## config.mk

```make
export PLATFORM = sky130hd
export DESIGN_NAME = engine_response_lane_dispatch
export DESIGN_NICKNAME = d
export VERILOG_FILES = /design/src/rtl/engine_response_lane_dispatch_pkg.sv /design/src/rtl/engine_response_lane_dispatch_inflight_tracker.sv /design/src/rtl/engine_response_lane_dispatch.sv
export SDC_FILE = /design/constraint.sdc
export NUM_CORES = 1
export LEC_CHECK = 0
export ABC_AREA = 1
export CAP_MARGIN = 20
export CORE_AREA = 2 2 233 235
export CTS_CLUSTER_SIZE = 12
export DETAILED_ROUTE_END_ITERATION = 10
export DIE_AREA = 0 0 235 237
export SKIP_LAST_GASP = 1
export SYNTH_ARGS = -nofsm -noshare
export SYNTH_HDL_FRONTEND = slang
export SYNTH_HIERARCHICAL = 1
export SYNTH_SLANG_ARGS = --single-unit
```

## constraint.sdc

```tcl
create_clock -name ap_clk -period 4.6 [get_ports ap_clk]
set_input_delay 0.92 -clock ap_clk [delete_from_list [all_inputs] [get_ports ap_clk]]
set_output_delay 0.92 -clock ap_clk [all_outputs]
set_load 0.01 [all_outputs]
```

## src/rtl/engine_response_lane_dispatch_pkg.sv

```systemverilog
// ------------------------------------------------------------------
// engine_response_lane_dispatch_pkg: packet/FIFO types and dispatch FSM states
// Rev 1.0
// ------------------------------------------------------------------
`default_nettype none

package engine_response_lane_dispatch_pkg;

  localparam int LANE_ID_W = 8;
  localparam logic [1:0] INFLIGHT_LIMIT = 2'd2;
  localparam int RESET_GATE_CYCLES = 2;

  typedef struct packed {
    logic                 valid;
    logic [7:0]           id_cu;
    logic [7:0]           id_bundle;
    logic [LANE_ID_W-1:0] id_lane;
    logic [7:0]           id_engine;
    logic [31:0]          address;
    logic [31:0]          data;
  } MemoryPacket;

  typedef struct packed {
    logic [7:0]           id_cu;
    logic [7:0]           id_bundle;
    logic [LANE_ID_W-1:0] id_lane;
    logic [7:0]           id_engine;
    logic [7:0]           id_module;
  } MemoryPacketArbitrate;

  typedef struct packed {
    logic rd_en;
  } FIFOStateSignalsInput;

  typedef struct packed {
    logic empty;
    logic full;
    logic prog_full;
    logic valid;
  } FIFOStateSignalsOutput;

  typedef enum logic [1:0] {
    IDLE  = 2'd0,
    ROUTE = 2'd1,
    DRAIN = 2'd2
  } engine_response_dispatch_state_t;

  function automatic logic inflight_room(input logic [1:0] count);
    return count < INFLIGHT_LIMIT;
  endfunction

endpackage

`default_nettype wire

```

## src/rtl/engine_response_lane_dispatch_inflight_tracker.sv

```systemverilog
// ------------------------------------------------------------------
// engine_response_lane_dispatch_inflight_tracker: saturating 2-bit read counter with sticky error
// Rev 1.0
// ------------------------------------------------------------------
`default_nettype none

module engine_response_lane_dispatch_inflight_tracker
  import engine_response_lane_dispatch_pkg::*;
(
  input  logic       ap_clk,
  input  logic       areset_n,
  input  logic       inc,
  input  logic       dec,
  input  logic       err_en,
  output logic [1:0] count,
  output logic       underflow,
  output logic       error
);

  logic overflow;

  assign underflow = dec & (count == 2'd0);
  assign overflow  = inc & ~dec & (count == 2'd3);

  always_ff @(posedge ap_clk or negedge areset_n) begin
    if (!areset_n) begin
      count <= 2'd0;
      error <= 1'b0;
    end else begin
      case ({inc, dec})
        2'b10: if (count != 2'd3) count <= count + 2'd1;
        2'b01: if (count != 2'd0) count <= count - 2'd1;
        // A bogus return alongside a real pop: the pop still counts.
        2'b11: if (count == 2'd0) count <= 2'd1;
        default: count <= count;
      endcase
      if (err_en && (underflow || overflow)) error <= 1'b1;
    end
  end

endmodule

`default_nettype wire

```

## src/rtl/engine_response_lane_dispatch.sv

```systemverilog
// ------------------------------------------------------------------
// engine_response_lane_dispatch: pops the engine response FIFO and fans packets out to lanes
// Rev 1.0
// ------------------------------------------------------------------
`default_nettype none

module engine_response_lane_dispatch
  import engine_response_lane_dispatch_pkg::*;
#(
  parameter int ID_CU         = 0,
  parameter int ID_BUNDLE     = 0,
  parameter int ID_LANE       = 0,
  parameter int ID_ENGINE     = 0,
  parameter int ID_MODULE     = 0,
  parameter int NUM_LANES_MAX = 4,
  parameter int COUNTER_WIDTH = 32
) (
  input  logic                     ap_clk,
  input  logic                     areset_n,
  input  logic                     configure_route_valid,
  input  MemoryPacketArbitrate     configure_route_in,
  input  FIFOStateSignalsInput     fifo_response_engine_in_signals_in,
  input  FIFOStateSignalsOutput    fifo_response_engine_state_in,
  input  MemoryPacket              response_engine_in,
  output FIFOStateSignalsInput     fifo_response_engine_in_signals_out,
  output MemoryPacket              response_lanes_out [NUM_LANES_MAX-1:0],
  output logic [COUNTER_WIDTH-1:0] dispatch_count,
  output logic [COUNTER_WIDTH-1:0] drop_count,
  output logic                     route_active,
  output logic                     protocol_error
);

  engine_response_dispatch_state_t state;
  logic [NUM_LANES_MAX-1:0] active_mask;
  logic [NUM_LANES_MAX-1:0] pending_mask;
  logic [NUM_LANES_MAX-1:0] new_mask;
  logic [1:0]               in_flight;
  logic [1:0]               gate_cnt;
  logic                     err_en;
  logic                     underflow;
  logic                     pop_next;
  logic                     accept;
  logic                     unused_ok;

  assign new_mask = configure_route_in.id_lane[NUM_LANES_MAX-1:0];
  assign err_en   = (gate_cnt == 2'(RESET_GATE_CYCLES));
  assign pop_next = (state == ROUTE) & fifo_response_engine_in_signals_in.rd_en
                  & ~fifo_response_engine_state_in.empty & inflight_room(in_flight)
                  & ~configure_route_valid;
  // Returns with nothing outstanding are discarded, never dispatched.
  assign accept   = response_engine_in.valid & ~underflow;

  assign unused_ok = ^{ID_CU, ID_BUNDLE, ID_LANE, ID_ENGINE, ID_MODULE, configure_route_in,
                       fifo_response_engine_state_in, fifo_response_engine_in_signals_in};

  engine_response_lane_dispatch_inflight_tracker u_inflight (
    .ap_clk    (ap_clk),
    .areset_n  (areset_n),
    .inc       (fifo_response_engine_in_signals_out.rd_en),
    .dec       (response_engine_in.valid),
    .err_en    (err_en),
    .count     (in_flight),
    .underflow (underflow),
    .error     (protocol_error)
  );

  always_ff @(posedge ap_clk or negedge areset_n) begin
    if (!areset_n) begin
      state                               <= IDLE;
      active_mask                         <= '0;
      pending_mask                        <= '0;
      route_active                        <= 1'b0;
      fifo_response_engine_in_signals_out <= '0;
      gate_cnt                            <= 2'd0;
    end else begin
      if (!err_en) gate_cnt <= gate_cnt + 2'd1;
      fifo_response_engine_in_signals_out.rd_en <= pop_next;
      case (state)
        IDLE: begin
          if (configure_route_valid) begin
            active_mask  <= new_mask;
            state        <= ROUTE;
            route_active <= 1'b1;
          end
        end
        ROUTE: begin
          if (configure_route_valid) begin
            pending_mask <= new_mask;
            state        <= DRAIN;
            route_active <= 1'b0;
          end
        end
        DRAIN: begin
          // The old route stays active until every read issued under it has returned.
          if (in_flight == 2'd0) begin
            active_mask  <= configure_route_valid ? new_mask : pending_mask;
            state        <= ROUTE;
            route_active <= 1'b1;
          end else if (configure_route_valid) begin
            pending_mask <= new_mask;
          end
        end
        default: begin
          state        <= IDLE;
          route_active <= 1'b0;
        end
      endcase
    end
  end

  always_ff @(posedge ap_clk or negedge areset_n) begin
    if (!areset_n) begin
      dispatch_count <= '0;
      drop_count     <= '0;
    end else if (accept) begin
      if (|active_mask) dispatch_count <= dispatch_count + COUNTER_WIDTH'(1);
      else              drop_count     <= drop_count + COUNTER_WIDTH'(1);
    end
  end

  always_ff @(posedge ap_clk or negedge areset_n) begin
    if (!areset_n) begin
      for (int i = 0; i < NUM_LANES_MAX; i++) response_lanes_out[i] <= '0;
    end else begin
      for (int i = 0; i < NUM_LANES_MAX; i++) begin
        response_lanes_out[i]       <= response_engine_in;
        response_lanes_out[i].valid <= accept & active_mask[i];
      end
    end
  end

endmodule

`default_nettype wire
```

# Word-level counts from Yosys, hierarchy flattened
# Index checks and enable logic that the tools add are counted.
# word_totals
regBits	181
inputBits	145
out_inout_bits	455
# classes
n_addsub	5
n_lt_le_gt_ge	1
eq_ne	15
muxes	17
n_bitwise	17
reduce_logical	15
# op_table
operator	count
adder 32 x 1 -> 32 bit, second input constant	2
2-to-1 mux 4 bit	4
case mux 4 bit (2 select lines)	2
AND 1 bit	12
inequality test 2 bit, second input constant	6
case mux 2 bit (3 select lines)	2
equality test 2 bit, second input constant	5
2-to-1 mux 2 bit	5
AND reduction 2 bit	3
AND reduction 3 bit	2
nonzero test 2 bit	3
NOT 1 bit	5
adder 2 x 1 -> 2 bit, second input constant	2
equality test 2 x 1 -> 1 bit, second input constant	2
logical NOT 2 bit	2
inequality test 2 x 1 -> 1 bit, second input constant	2
AND reduction 4 bit	1
OR reduction 4 bit	1
2-to-1 mux 1 bit	3
case mux 1 bit (3 select lines)	1
nonzero test 3 bit	1
less-than comparator 2 bit, second input constant	1
subtractor 2 x 1 -> 2 bit, second input constant	1
logical AND 1 bit	1
logical OR 1 bit	1

# Depth between registers and ports, before layout
# Gate-level depths: netlist of the first run.
# depth
ltp_word	5
ltp_mapped	11

# Hierarchy
# The synthesis of the first run kept the hierarchy.
# by_module_without_submodules
mod	instances	cells_each	area_each_um2	seq_area_each_um2
engine_response_lane_dispatch	1	940	8958.6	4429.2
engine_response_lane_dispatch_inflight_tracker	1	35	245.2	75.1

# Worst setup path before layout of the first run
# Ideal clock, no wire load.
# synth_timing
path_type	in2reg
start	input port response_engine_in[96] (netlist bit)
end	register drop_count[31]
arrival_ns	1.853
setup_slack_ns	2.631
path_stages	10
path_buffers	0
path_cell_list	inv_1 -> nor2_1 -> nor2_4 -> nand3_4 -> nor2_4 -> nand2_2 -> nor2_4 -> nand2_1 -> nand2_1 -> nand2_1
# synth_between
elab_chain_cells	4
# synth_lines
item	line	text
from (decl)	engine_response_lane_dispatch.sv:24	input MemoryPacket response_engine_in,
AND 1 bit	engine_response_lane_dispatch_inflight_tracker.sv:22	assign underflow = dec & (count == 2'd0);
named net underflow	engine_response_lane_dispatch.sv:40	logic underflow;
NOT 1 bit	engine_response_lane_dispatch.sv:51	assign accept = response_engine_in.valid & ~underflow;
AND 1 bit	engine_response_lane_dispatch.sv:51	
AND reduction 2 bit (no line)	n/a	
to (signal assigned)	engine_response_lane_dispatch.sv:117	else drop_count <= drop_count + COUNTER_WIDTH'(1);
to (decl)	engine_response_lane_dispatch.sv:28	output logic [COUNTER_WIDTH-1:0] drop_count,
# The timed path passes the listed nets, and every way through them passes these cells.
# A chain may end at the register's enable or synchronous reset.

==> results of run 1 <==
[registers in the layout (all words and copies together) (netlist names)]
signal and cells:
active_mask 4, dispatch_count 32, drop_count 32, fifo_response_engine_in_signals_out 1, gate_cnt 2, pending_mask 4, response_lanes_out 100, state 2
u_inflight/count 2, u_inflight/error 1
[cells in the mapped netlist (7+ instances only)]
master / number / area (µm²)
nand3_1: 36 / 180
o21ai_0: 11 / 55.1
nor2_2: 8 / 50.1
dfrtp_1: 180 / 4500
nor2_1: 64 / 240
inv_1: 83 / 312
buf_4: 288 / 2160
nand4_1: 18 / 113
nand2_1: 185 / 694
nor3_1: 9 / 45.0
nand3b_1: 7 / 52.6
xor2_1: 20 / 175
xnor2_1: 19 / 166
nor2_4: 11 / 124
[per-layer routing]
metal	GRT usage [%]	wire length, µm
met5	0	0
met4	4.33	713
met3	4.78	2680
met2	19.7	16800
met1	13.5	13200
[per-stage QoR]
stage | util [%] | power, mW
6_report | 26.6 | 4.49
5_1_grt | 26.6 | 4.74
4_1_cts | 26.6 | 4.60
3_5_place_dp | 25.4 | 2.98
3_3_place_gp | 25.4 | 2.97
2_1_floorplan | - | 2.45
[power groups by stage]
stage               Clock, mW  Combinational [mW]  Sequential [mW]
finish                   1.55                1.03             1.91
global route             1.69                1.12             1.93
CTS                      1.63                1.05             1.91
detailed placement          0                1.05             1.94
global placement            0                1.03             1.93
floorplan                   0               0.532             1.92
[final cells by class]
class                   instances  area share (%)
multi-input cells             418            15.5
flip-flops and latches        180            31.8
repair buffers                562            39.8
well taps                     696            6.15
clock buffers                  18            3.10
inverters                      87            2.31
clock inverters                14            1.31
[worst min path at each step]
stage,endpoint,slack [ps],cells after the start
2_1_floorplan,gate_cnt[0],450,1
3_3_place_gp,u_inflight/error,450,1
3_5_place_dp,u_inflight/error,450,1
4_1_cts,response_lanes_out[333],450,1
5_1_grt,u_inflight/error,480,1
6_report,u_inflight/error,460,1
[logic make-up after synthesis]
kind of cell | after synthesis | synth area share [%]
AND/OR/NAND/NOR | 354 | 18.2
buffers and inverters | 377 | 27.2
XOR/XNOR | 39 | 3.71
AO/OA/AOI/OAI | 19 | 1.14
adder cells (fa/ha/maj) | 6 | 0.816
flip-flops | 180 | 48.9
==> reports/metrics.cfg, run 1 <==
[run_status]
status = completed

[clock_tree]
cts_buffer_depth = 2
cts_setup_buffers = 0
root_buffer = clkbuf_16
numClockSinks = 180
h-tree-depth = 4
cts_made_buffers = 17
clk_latency_ps = 480
holdBufCountCts = 0
cts_resized = 0
cts_tree = built
clk_pin_slew_worst_paths_ps = 70

[detailed_routing]
via_per_inst = 3.54
vias = 6993
first_pass_iters = 4
routedWlPerCell_um = 16.9
wl_um = 33400
drt-initial-drc-count = 262
ant_nets = 0
drcViolationCount = 0

[floorplanning]
coreArea_um2 = 53300
ioPinCount = 600
die_w_um = 235
die_h_um = 237
dieArea_um2 = 55700
start_util_pct = 17.3
num_rows = 85

[timing]
timing.final.crit_share_pct = 60.2
worstMarginPinSlew_ps = 650
whs_ps = 464
setup_slack_ps = 1830
hold_violations = 0
setup_viol = 0
rsz0062_at_grt = no
period_minus_slack_ps = 2770
final_max_slew_viol_count = 0
relSlewSlack_pct = 56.6
fin_skew_ps = 13.1
finalSetupTns_ps = 0
max_freq_mhz = 361

[layout]
final_cells = 1975
area_delta_synth_final_pct = 53.8
multi_input_area_um2 = 2200
final_nets = 1417
final_common_cell = clkdlybuf4s50_1
num-fill-cells = 5551
diodes = 0
layout_common_cells = 559 x clkdlybuf4s50_1, 185 x nand2_1, 180 x dfrtp_1, 83 x inv_1, 64 x nor2_1
drive_gt1_share_pct = 5.63
seqCellArea_um2 = 4500
final_area_um2 = 14200

[yosys]
yosys_warnings = 6
synth-edff-count = 0
synth.distinct_cells = 30
ys_async_sr_fraction_pct = 100
syn_avg_cell_area_um2 = 9.44
synth-main-ff-cell = dfrtp_1
synth_seq_cells = 180
postSynthCellCount = 975
synth_area_um2 = 9200
synth_fp_nets = 1126
ys_seq_area_share_pct = 48.9

[pwr]
switching_share_pct = 31.4
p_int_mw = 3.08
pwr-share-seq_pct = 42.5
power.share.clock_pct = 34.5
p_leak_nw = 5.95
p_sw_mw = 1.41
combPwrFrac_pct = 23.0
ir_drop_uv = 278
powerDensity_nw_per_um2 = 317

[placement]
dp.cells = 1943
placed_cell_area_um2 = 13500
io_buffers = 560
gp_congestion = 0.830
dp_hpwl_um = 27500
post-place-ws_ps = 1760

[critical_path]
cp.depth = 1
r2r_end = dispatch_count[20]
cp-startpoint = response_lanes_out[386]
crit_path_end_kind = output port
rr_worst_depth = 11
worstPathCellList = clkdlybuf4s50_1
cp_top_family = flip-flops
crit_fanout = 4
cpMaxStageDelayCell = dfrtp_1
r2r-start = u_inflight/count[1]
crit_path_end = response_lanes_out[95]
crit_arrival_ps = 1850
worst-path-buf-inv = 1
worstSetupPathType = flip-flop to output port
regToRegSetupSlack_ps = 2760
cp_slowest_stage_delay_ps = 710
crit_required_ps = 3680
start_kind = flip-flop

[job]
maxCapViolCount = 0

[global_route]
grt.overflow.total = 0
grt_use_total_pct = 11.8
antenna_found_initial = 0
grt_start_max_net_pins = 81
grt_pass1_vias = 6689
grt_pass1_wl_um = 47300

[min_path]
min-delay-start = u_inflight/error
hp-class = flip-flop to flip-flop

Note: power is estimated with default switching activity, not from simulation.
==> inputs of run 2 (changes only) <==
--- a/config.mk
+++ b/config.mk
@@ -7,10 +7,10 @@
 export LEC_CHECK = 0
 export ABC_AREA = 1
 export CAP_MARGIN = 20
-export CORE_AREA = 2 2 233 235
+export CORE_AREA = 2 2 235 237
 export CTS_CLUSTER_SIZE = 12
 export DETAILED_ROUTE_END_ITERATION = 10
-export DIE_AREA = 0 0 235 237
+export DIE_AREA = 0 0 237 239
 export SKIP_LAST_GASP = 1
 export SYNTH_ARGS = -nofsm -noshare
 export SYNTH_HDL_FRONTEND = slang
==> constraint.sdc (replaced) <==
create_clock -name ap_clk -period 2.4 [get_ports ap_clk]
set_input_delay 0.48 -clock ap_clk [delete_from_list [all_inputs] [get_ports ap_clk]]
set_output_delay 0.48 -clock ap_clk [all_outputs]
set_load 0.01 [all_outputs]
==> reports/metrics.cfg, run 2 (same netlist as run 1, synthesis figures left out) <==
[run_status]
status = completed

[clock_tree]
cts_buffer_depth = 2  ; unchanged
holdBufCountCts = 1  ; +1
cts_setup_buffers = 0  ; unchanged
numClockSinks = 180  ; unchanged
h-tree-depth = 4  ; unchanged
cts_resized = 0  ; unchanged
cts_made_buffers = 17  ; unchanged
root_buffer = clkbuf_16
clk_latency_ps = 480  ; about the same
cts_tree = built
clk_pin_slew_worst_paths_ps = 80  ; about the same

[placement]
io_buffers = 560  ; unchanged
dp.cells = 1963  ; +1.0%
dp_hpwl_um = 27400  ; -0.27%
placed_cell_area_um2 = 13700  ; +1.0%
gp_congestion = 0.832  ; +0.31%

[critical_path]
worst-path-buf-inv = 1  ; unchanged
crit_path_end_kind = output port
cp_top_family = buffers and inverters
crit_required_ps = 1920  ; -1760 ps
start_kind = flip-flop
cp_slowest_stage_delay_ps = 690  ; -20 ps
cpMaxStageDelayCell = clkdlybuf4s50_1
worstSetupPathType = flip-flop to output port
crit_fanout = 4  ; unchanged
regToRegSetupSlack_ps = 560  ; -2200 ps
crit_arrival_ps = 1810  ; -40 ps
worstPathCellList = clkdlybuf4s50_1

[pwr]
p_leak_nw = 6.02  ; +1.2%
ir_drop_uv = 541  ; +95%
powerDensity_nw_per_um2 = 605  ; +91%

[layout]
seqCellArea_um2 = 4500  ; unchanged
largest_register_ffs = 100  ; unchanged
final_nets = 1430  ; +0.92%
final_cells = 1996  ; +1.1%
multi_input_area_um2 = 2200  ; unchanged
diodes = 0  ; unchanged
final_common_cell = clkdlybuf4s50_1
postLayoutCoreUtil_pct = 26.3  ; -0.26 points
layout_common_cells = 559 x clkdlybuf4s50_1, 185 x nand2_1, 180 x dfrtp_1, 83 x inv_1, 64 x nor2_1
top_register = response_lanes_out
num-fill-cells = 5643  ; +1.7%
final_area_um2 = 14300  ; +1.0%
area_delta_synth_final_pct = 55.4
drive_gt1_share_pct = 6.50  ; +0.87 points
top_regs = response_lanes_out (100), dispatch_count (32), drop_count (32)

[timing]
final_max_slew_viol_count = 0  ; unchanged
hold_violations = 0  ; unchanged
timing.final.crit_share_pct = 95.3
setup_viol = 0  ; unchanged
worstMarginPinSlew_ps = 554  ; -96.9 ps
max_freq_mhz = 437
relSlewSlack_pct = 63.1  ; +6.5 points
finalSetupTns_ps = 0  ; unchanged
period_minus_slack_ps = 2290
rsz0062_at_grt = no
whs_ps = 431  ; -32.5 ps
fin_skew_ps = 11.8  ; -1.29 ps

[floorplanning]
dieArea_um2 = 56600  ; +1.7%
start_util_pct = 16.9  ; -0.34 points
coreArea_um2 = 54300  ; +2.0%
die_w_um = 237  ; +0.85%
ioPinCount = 600  ; unchanged
die_h_um = 239  ; +0.84%
num_rows = 86  ; +1.2%

[detailed_routing]
wl_um = 33000  ; -1.0%
first_pass_iters = 5  ; +1
drcViolationCount = 0  ; unchanged
vias = 7077  ; +1.2%
routedWlPerCell_um = 16.6  ; -2.1%
via_per_inst = 3.55  ; +0.14%
drt-initial-drc-count = 220  ; -16%
ant_nets = 0  ; unchanged

[min_path]
hp-class = input port to flip-flop

[job]
maxCapViolCount = 0  ; unchanged

[global_route]
grt_pass1_wl_um = 45800  ; -3.2%
grt_pass1_vias = 6601  ; -1.3%
antenna_found_initial = 0  ; unchanged
grt_start_max_net_pins = 58  ; -28%
grt_use_total_pct = 11.4  ; -0.43 points
grt.overflow.total = 0  ; unchanged

[run 2: cell types whose count changed in the layout (fill, tap and decap cells not counted), sizes merged]
cell	previous run	this run
clkinvlp	1	2
clkbuf	19	18
dlygate4sd3	0	1
inv	93	92
bufinv	1	2
buf	2	14
[run 2: report_power, final]
group	internal, mW	leakage (nW)	switching [mW]
registers	3.30	2.21	0.340
logic	1.10	3.51	0.917
clock network	1.58	0.297	1.41
total	5.99	6.02	2.67
[run 2: cell type report]
cell class	count	share of cell area, %
inverter	87	2.28
timing repair buffer	575	40.4
tap	704	6.16
sequential	180	31.5
clock inverter	15	1.35
clock buffer	17	2.97
multi-input combinational	418	15.4
[run 2: per-layer routing]
metal | global-route usage (%) | vias up | part of all wire (%) | wire, µm
met1 | 13.3 | 3457 | 40 | 13300
met2 | 19.2 | 268 | 51 | 16900
met5 | 0 | - | 0 | 0
met3 | 3.68 | 25 | 6.5 | 2140
li1 | - | 3327 | - | -
met4 | 4.47 | 0 | 2.0 | 675
[run 2: worst paths after layout]
kind                                    startpoint                       to  cells after the start
max                        response_lanes_out[380]  response_lanes_out[380]                      1
max reg2reg                    u_inflight/count[1]       dispatch_count[22]                      9
max in group asynchronous                 areset_n           drop_count[17]                      3
min                         response_engine_in[67]  response_lanes_out[358]                      1
min reg2reg                       u_inflight/error         u_inflight/error                      1
min in group asynchronous                 areset_n  response_lanes_out[315]                      2
[run 2: per-stage QoR]
stage | worst slack [ps] | power (mW)
floorplan | 871 | 4.70
global placement | 134 | 5.71
detailed placement | 102 | 5.75
CTS | 63.0 | 8.86
global route | 88.9 | 9.13
finish | 114 | 8.66
==> variant 1: new RTL, config.mk and constraints of run 1 <==
The 3 states of `engine_response_dispatch_state_t` get a one-hot encoding in 3 bits.
--- a/src/rtl/engine_response_lane_dispatch_pkg.sv
+++ b/src/rtl/engine_response_lane_dispatch_pkg.sv
@@ -39,10 +39,10 @@
     logic valid;
   } FIFOStateSignalsOutput;
 
-  typedef enum logic [1:0] {
-    IDLE  = 2'd0,
-    ROUTE = 2'd1,
-    DRAIN = 2'd2
+  typedef enum logic [2:0] {
+    IDLE  = 3'b001,
+    ROUTE = 3'b010,
+    DRAIN = 3'b100
   } engine_response_dispatch_state_t;
 
   function automatic logic inflight_room(input logic [1:0] count);
Check against the original RTL: no difference found for any inputs over 4 cycles, from zero or initial values and one cycle with areset_n low; so few cycles prove little.
==> variant 1 against run 1 <==
  * Wire length is 19% higher
  * Cell area is 0.48% higher
  * Worst setup slack worse by 0.12 ns
  * Sequential cell count is 2 higher
  * Power is 3.8% higher
  * First-iteration DRC count is 34% higher
  * Final cell count is 1.3% higher
  * Critical path depth stayed put
  * Synthesized area is 1.0% higher
  * Sequential share of layout area is 0.21 points higher
  * Hold slack better by 0.019 ns
  * Largest power group unchanged
==> variant 1: results (changes against run 1) <==
Run status: finished, final reports clean
CP Launch Point: response_lanes_out[350]$_DFF_PN0_
Maximum number of pins on one net before global-route repair: 96 (+19%)
Slew @ Worst Pin: 0.841 ns (+0.191 ns)
Cells after DPL: 1,967 (+1.2%)
Comb power frac: 25.2% (+2.2 points)
Fraction of layout cells with a size suffix above 1: 6.06% (+0.43 points)
Syn Nets: 1,150 (+2.1%)
Initial antenna violation count: 3 (+3)
Worst Path Arrival: 1.97 ns (+0.12 ns)
WL per Instance: 19.8 um (+17%)
Post-Synthesis Cells: 999 (+2.5%)
Final worst path period share: 62.8% (+2.6 points)
Leakage: 5.95 nW (about the same)
Via density: 3.65 (+3.1%)
Final net count: 1,441 (+1.7%)
GRT Util Overall: 14.0% (+2.2 points)
Gpl congestion: 0.880 (+6.0%)
Worst Path Max Fanout: 5 (+1)
WHS: 0.482 ns (+0.0188 ns)
Clock skew: 0.0155 ns (+0.00242 ns)
Hpwl dp: 33,000 um (+20%)
Most frequent cells after synthesis: buf_4 (288), nand2_1 (184), dfrtp_1 (181)
R2r endpoint: drop_count[22]$_DFFE_PN0P_
Seq power: 1.97 mW (+3%)
Largest cells by area after synthesis: dfrtp_1 (49%), buf_4 (23%), nand2_1 (7.4%), inv_1 (3.6%), nor2_1 (3.0%)
Peak VDD IR: 0.000266 V (-4.1%)
Dpl cell area: 13,600 um^2 (+0.68%)
R2r setup slk: 2.71 ns (-0.05 ns)
Worst setup endpoint: response_lanes_out[350]
## variant 1: cell count changes after synthesis, moves of 5 or more
cell,change
nor2_1,+11
nand3b_1,-7
nor2_2,+6
nor3_1,-5
o21ai_0,+6
nand3_1,+6
inv_1,+6
## variant 1: final cells by class
class | instances | area share [%]
timing repair buffer | 562 | 39.6
sequential | 182 | 32.0
multi-input combinational | 432 | 15.5
tap | 696 | 6.12
clock buffer | 18 | 3.09
inverter | 95 | 2.51
clock inverter | 14 | 1.11
antenna | 1 | 0.0176
## variant 1: logic make-up after synthesis
logic type               after synthesis  share of synthesized area [%]
AO/OA/AOI/OAI                         23                           1.29
XOR/XNOR                              43                           4.05
adder cells (fa/ha/maj)                6                          0.808
buffers and inverters                385                           27.3
flip-flops                           182                           49.0
AND/OR/NAND/NOR                      360                           17.6
## variant 1: routing by layer
layer	global-route usage, %	share of wire, %
met5	0	0.033
met4	5.72	3.0
met3	7.80	12
met2	20.3	44
met1	17.0	41
==> variant 2: new RTL, config.mk and constraints of run 1 <==
Made on the original files. Set the parameter `COUNTER_WIDTH` to 40 (it was 32).
--- a/src/rtl/engine_response_lane_dispatch.sv
+++ b/src/rtl/engine_response_lane_dispatch.sv
@@ -13,7 +13,7 @@
   parameter int ID_ENGINE     = 0,
   parameter int ID_MODULE     = 0,
   parameter int NUM_LANES_MAX = 4,
-  parameter int COUNTER_WIDTH = 32
+  parameter int COUNTER_WIDTH = 40
 ) (
   input  logic                     ap_clk,
   input  logic                     areset_n,
Ports: changed (resized dispatch_count and drop_count); port bits go from 600 to 616. No check against the original RTL was run, so the function may have changed too.
==> variant 2 against run 1 <==
  * Worst setup slack gained 0.021 ns
  * Fmax grew 0.76%
  * Wire length grew 2.6%
  * Cell area grew 6.3%
  * Sequential share of layout area grew 0.77 points
  * Non-clock buffer count grew 17
  * Die area is the same
  * Power grew 0.92%
  * Count of clock-buffer cells in the layout grew 1
  * Synthesized cell count grew 10%
  * Synthesized area grew 8.4%
  * Sequential cell count grew 16
  * Critical path type unchanged
  * Highest routed layer unchanged
==> variant 2: results (changes against run 1) <==
DRT Pass-1 Iters: 5 (+1)
Final net count: 1,535 (+8.3%)
Total Routed Length: 34,300 um (+2.6%)
Leakage: 6.30 nW (+5.9%)
Syn Nets: 1,227 (+9.0%)
Via density: 3.71 (+4.7%)
Vias in the first global route: 7,450 (+11%)
R2r setup slk: 2.60 ns (-0.16 ns)
Maximum number of pins on one net before global-route repair: 88 (+8.6%)
Post-Synthesis Cells: 1,076 (+10%)
Fraction of layout cells with a size suffix above 1: 4.94% (-0.69 points)
Final non-filler cell total: 2,093 (+6.0%)
Most frequent cells after synthesis: buf_4 (288), nand2_1 (203), dfrtp_1 (196)
Largest cells by area after synthesis: dfrtp_1 (49%), buf_4 (22%), nand2_1 (7.6%), nor2_1 (3.5%), inv_1 (3.2%)
Port bufs: 576 (+2.9%)
Initial antenna violation count: 3 (+3)
Slew margin rel.: 50.6% (-6.1 points)
Gpl congestion: 0.869 (+4.7%)
Clock skew: 0.00920 ns (-0.00391 ns)
First-pass GRT wire length: 49,200 um (+3.9%)
Top Registers: response_lanes_out x100, dispatch_count x40, drop_count x40
Dpl cell area: 14,500 um^2 (+7.0%)
Run status: finished, final reports clean
CP top delay family: buffers and inverters
Synth cell types: 28 (-6.7%)
Worst Path Arrival: 1.83 ns (-0.02 ns)
GRT Util Overall: 12.0% (+0.17 points)
Hpwl dp: 28,100 um (+2.1%)
Critical-path top delay cell: clkdlybuf4s50_1
HP Class: in -> async
R2r endpoint: drop_count[31]$_DFFE_PN0P_
Fillers: 5,539 (-0.22%)
Initial DRC Count: 349 (+33%)
[variant 2: cell families (layout without fill, tap and decap cells)]
family                     count (synthesis)  in the layout  synth area share (%)
DFF                                      196            196                  49.2
AOI/OAI and AO/OA                         24             24                  1.23
and+or+nand+nor                          417            417                  19.0
adders and majority gates                  6              6                 0.753
buffers and inverters                    380            701                  25.2
xor gates and xnor gates                  53             53                  4.65
[variant 2: report_power, final]
group | internal [mW] | switching [mW]
clock | 0.782 | 0.717
combinational | 0.546 | 0.461
sequential | 1.86 | 0.161
[variant 2: through the flow]
| step | utilization [%] | worst slack, ns |
|---|---|---|
| after floorplan | - | 2.56 |
| after global placement | 27.2 | 1.74 |
| after detailed placement | 27.2 | 1.71 |
| after CTS | 28.3 | 1.69 |
| after global routing | 28.3 | 1.70 |
| final | 28.3 | 1.85 |
[variant 2: routing by layer]
metal | vias to the layer above | global-route usage [%] | share of wire (%)
li1 | 3670 | - | -
met1 | 3738 | 15.5 | 45
met2 | 328 | 18.9 | 47
met3 | 24 | 3.68 | 6.9
met4 | 0 | 4.03 | 1.5
met5 | - | 0 | 0
[variant 2: how the worst max path moves through the flow]
stage                                      startpoint                         end  cells after the start
floorplan                      response_engine_in[96]  drop_count[38]$_DFFE_PN0P_                     10
global placement               response_engine_in[96]  drop_count[39]$_DFFE_PN0P_                     11
detailed placement             response_engine_in[96]  drop_count[39]$_DFFE_PN0P_                     11
CTS                 response_lanes_out[377]$_DFF_PN0_      response_lanes_out[86]                      1
global route        response_lanes_out[377]$_DFF_PN0_      response_lanes_out[86]                      1
finish              response_lanes_out[377]$_DFF_PN0_      response_lanes_out[86]                      1
[variant 2: layout make-up]
type / instances / share of cell area, %
Sequential cell: 196 / 32.6
Inverter: 90 / 2.24
Timing Repair Buffer: 579 / 38.6
Clock buffer: 19 / 3.01
Clock inverter: 13 / 0.806
Multi-Input combinational cell: 500 / 17.0
Tap cell: 696 / 5.79
[variant 2: worst register-to-register path, delay by kind of cell, from the launching register on]
| family | cells | cell delay [ns] |
|---|---|---|
| buffers and inverters | 2 | 0.18 |
| DFF | 1 | 0.49 |
| and+or+nand+nor | 9 | 1.24 |
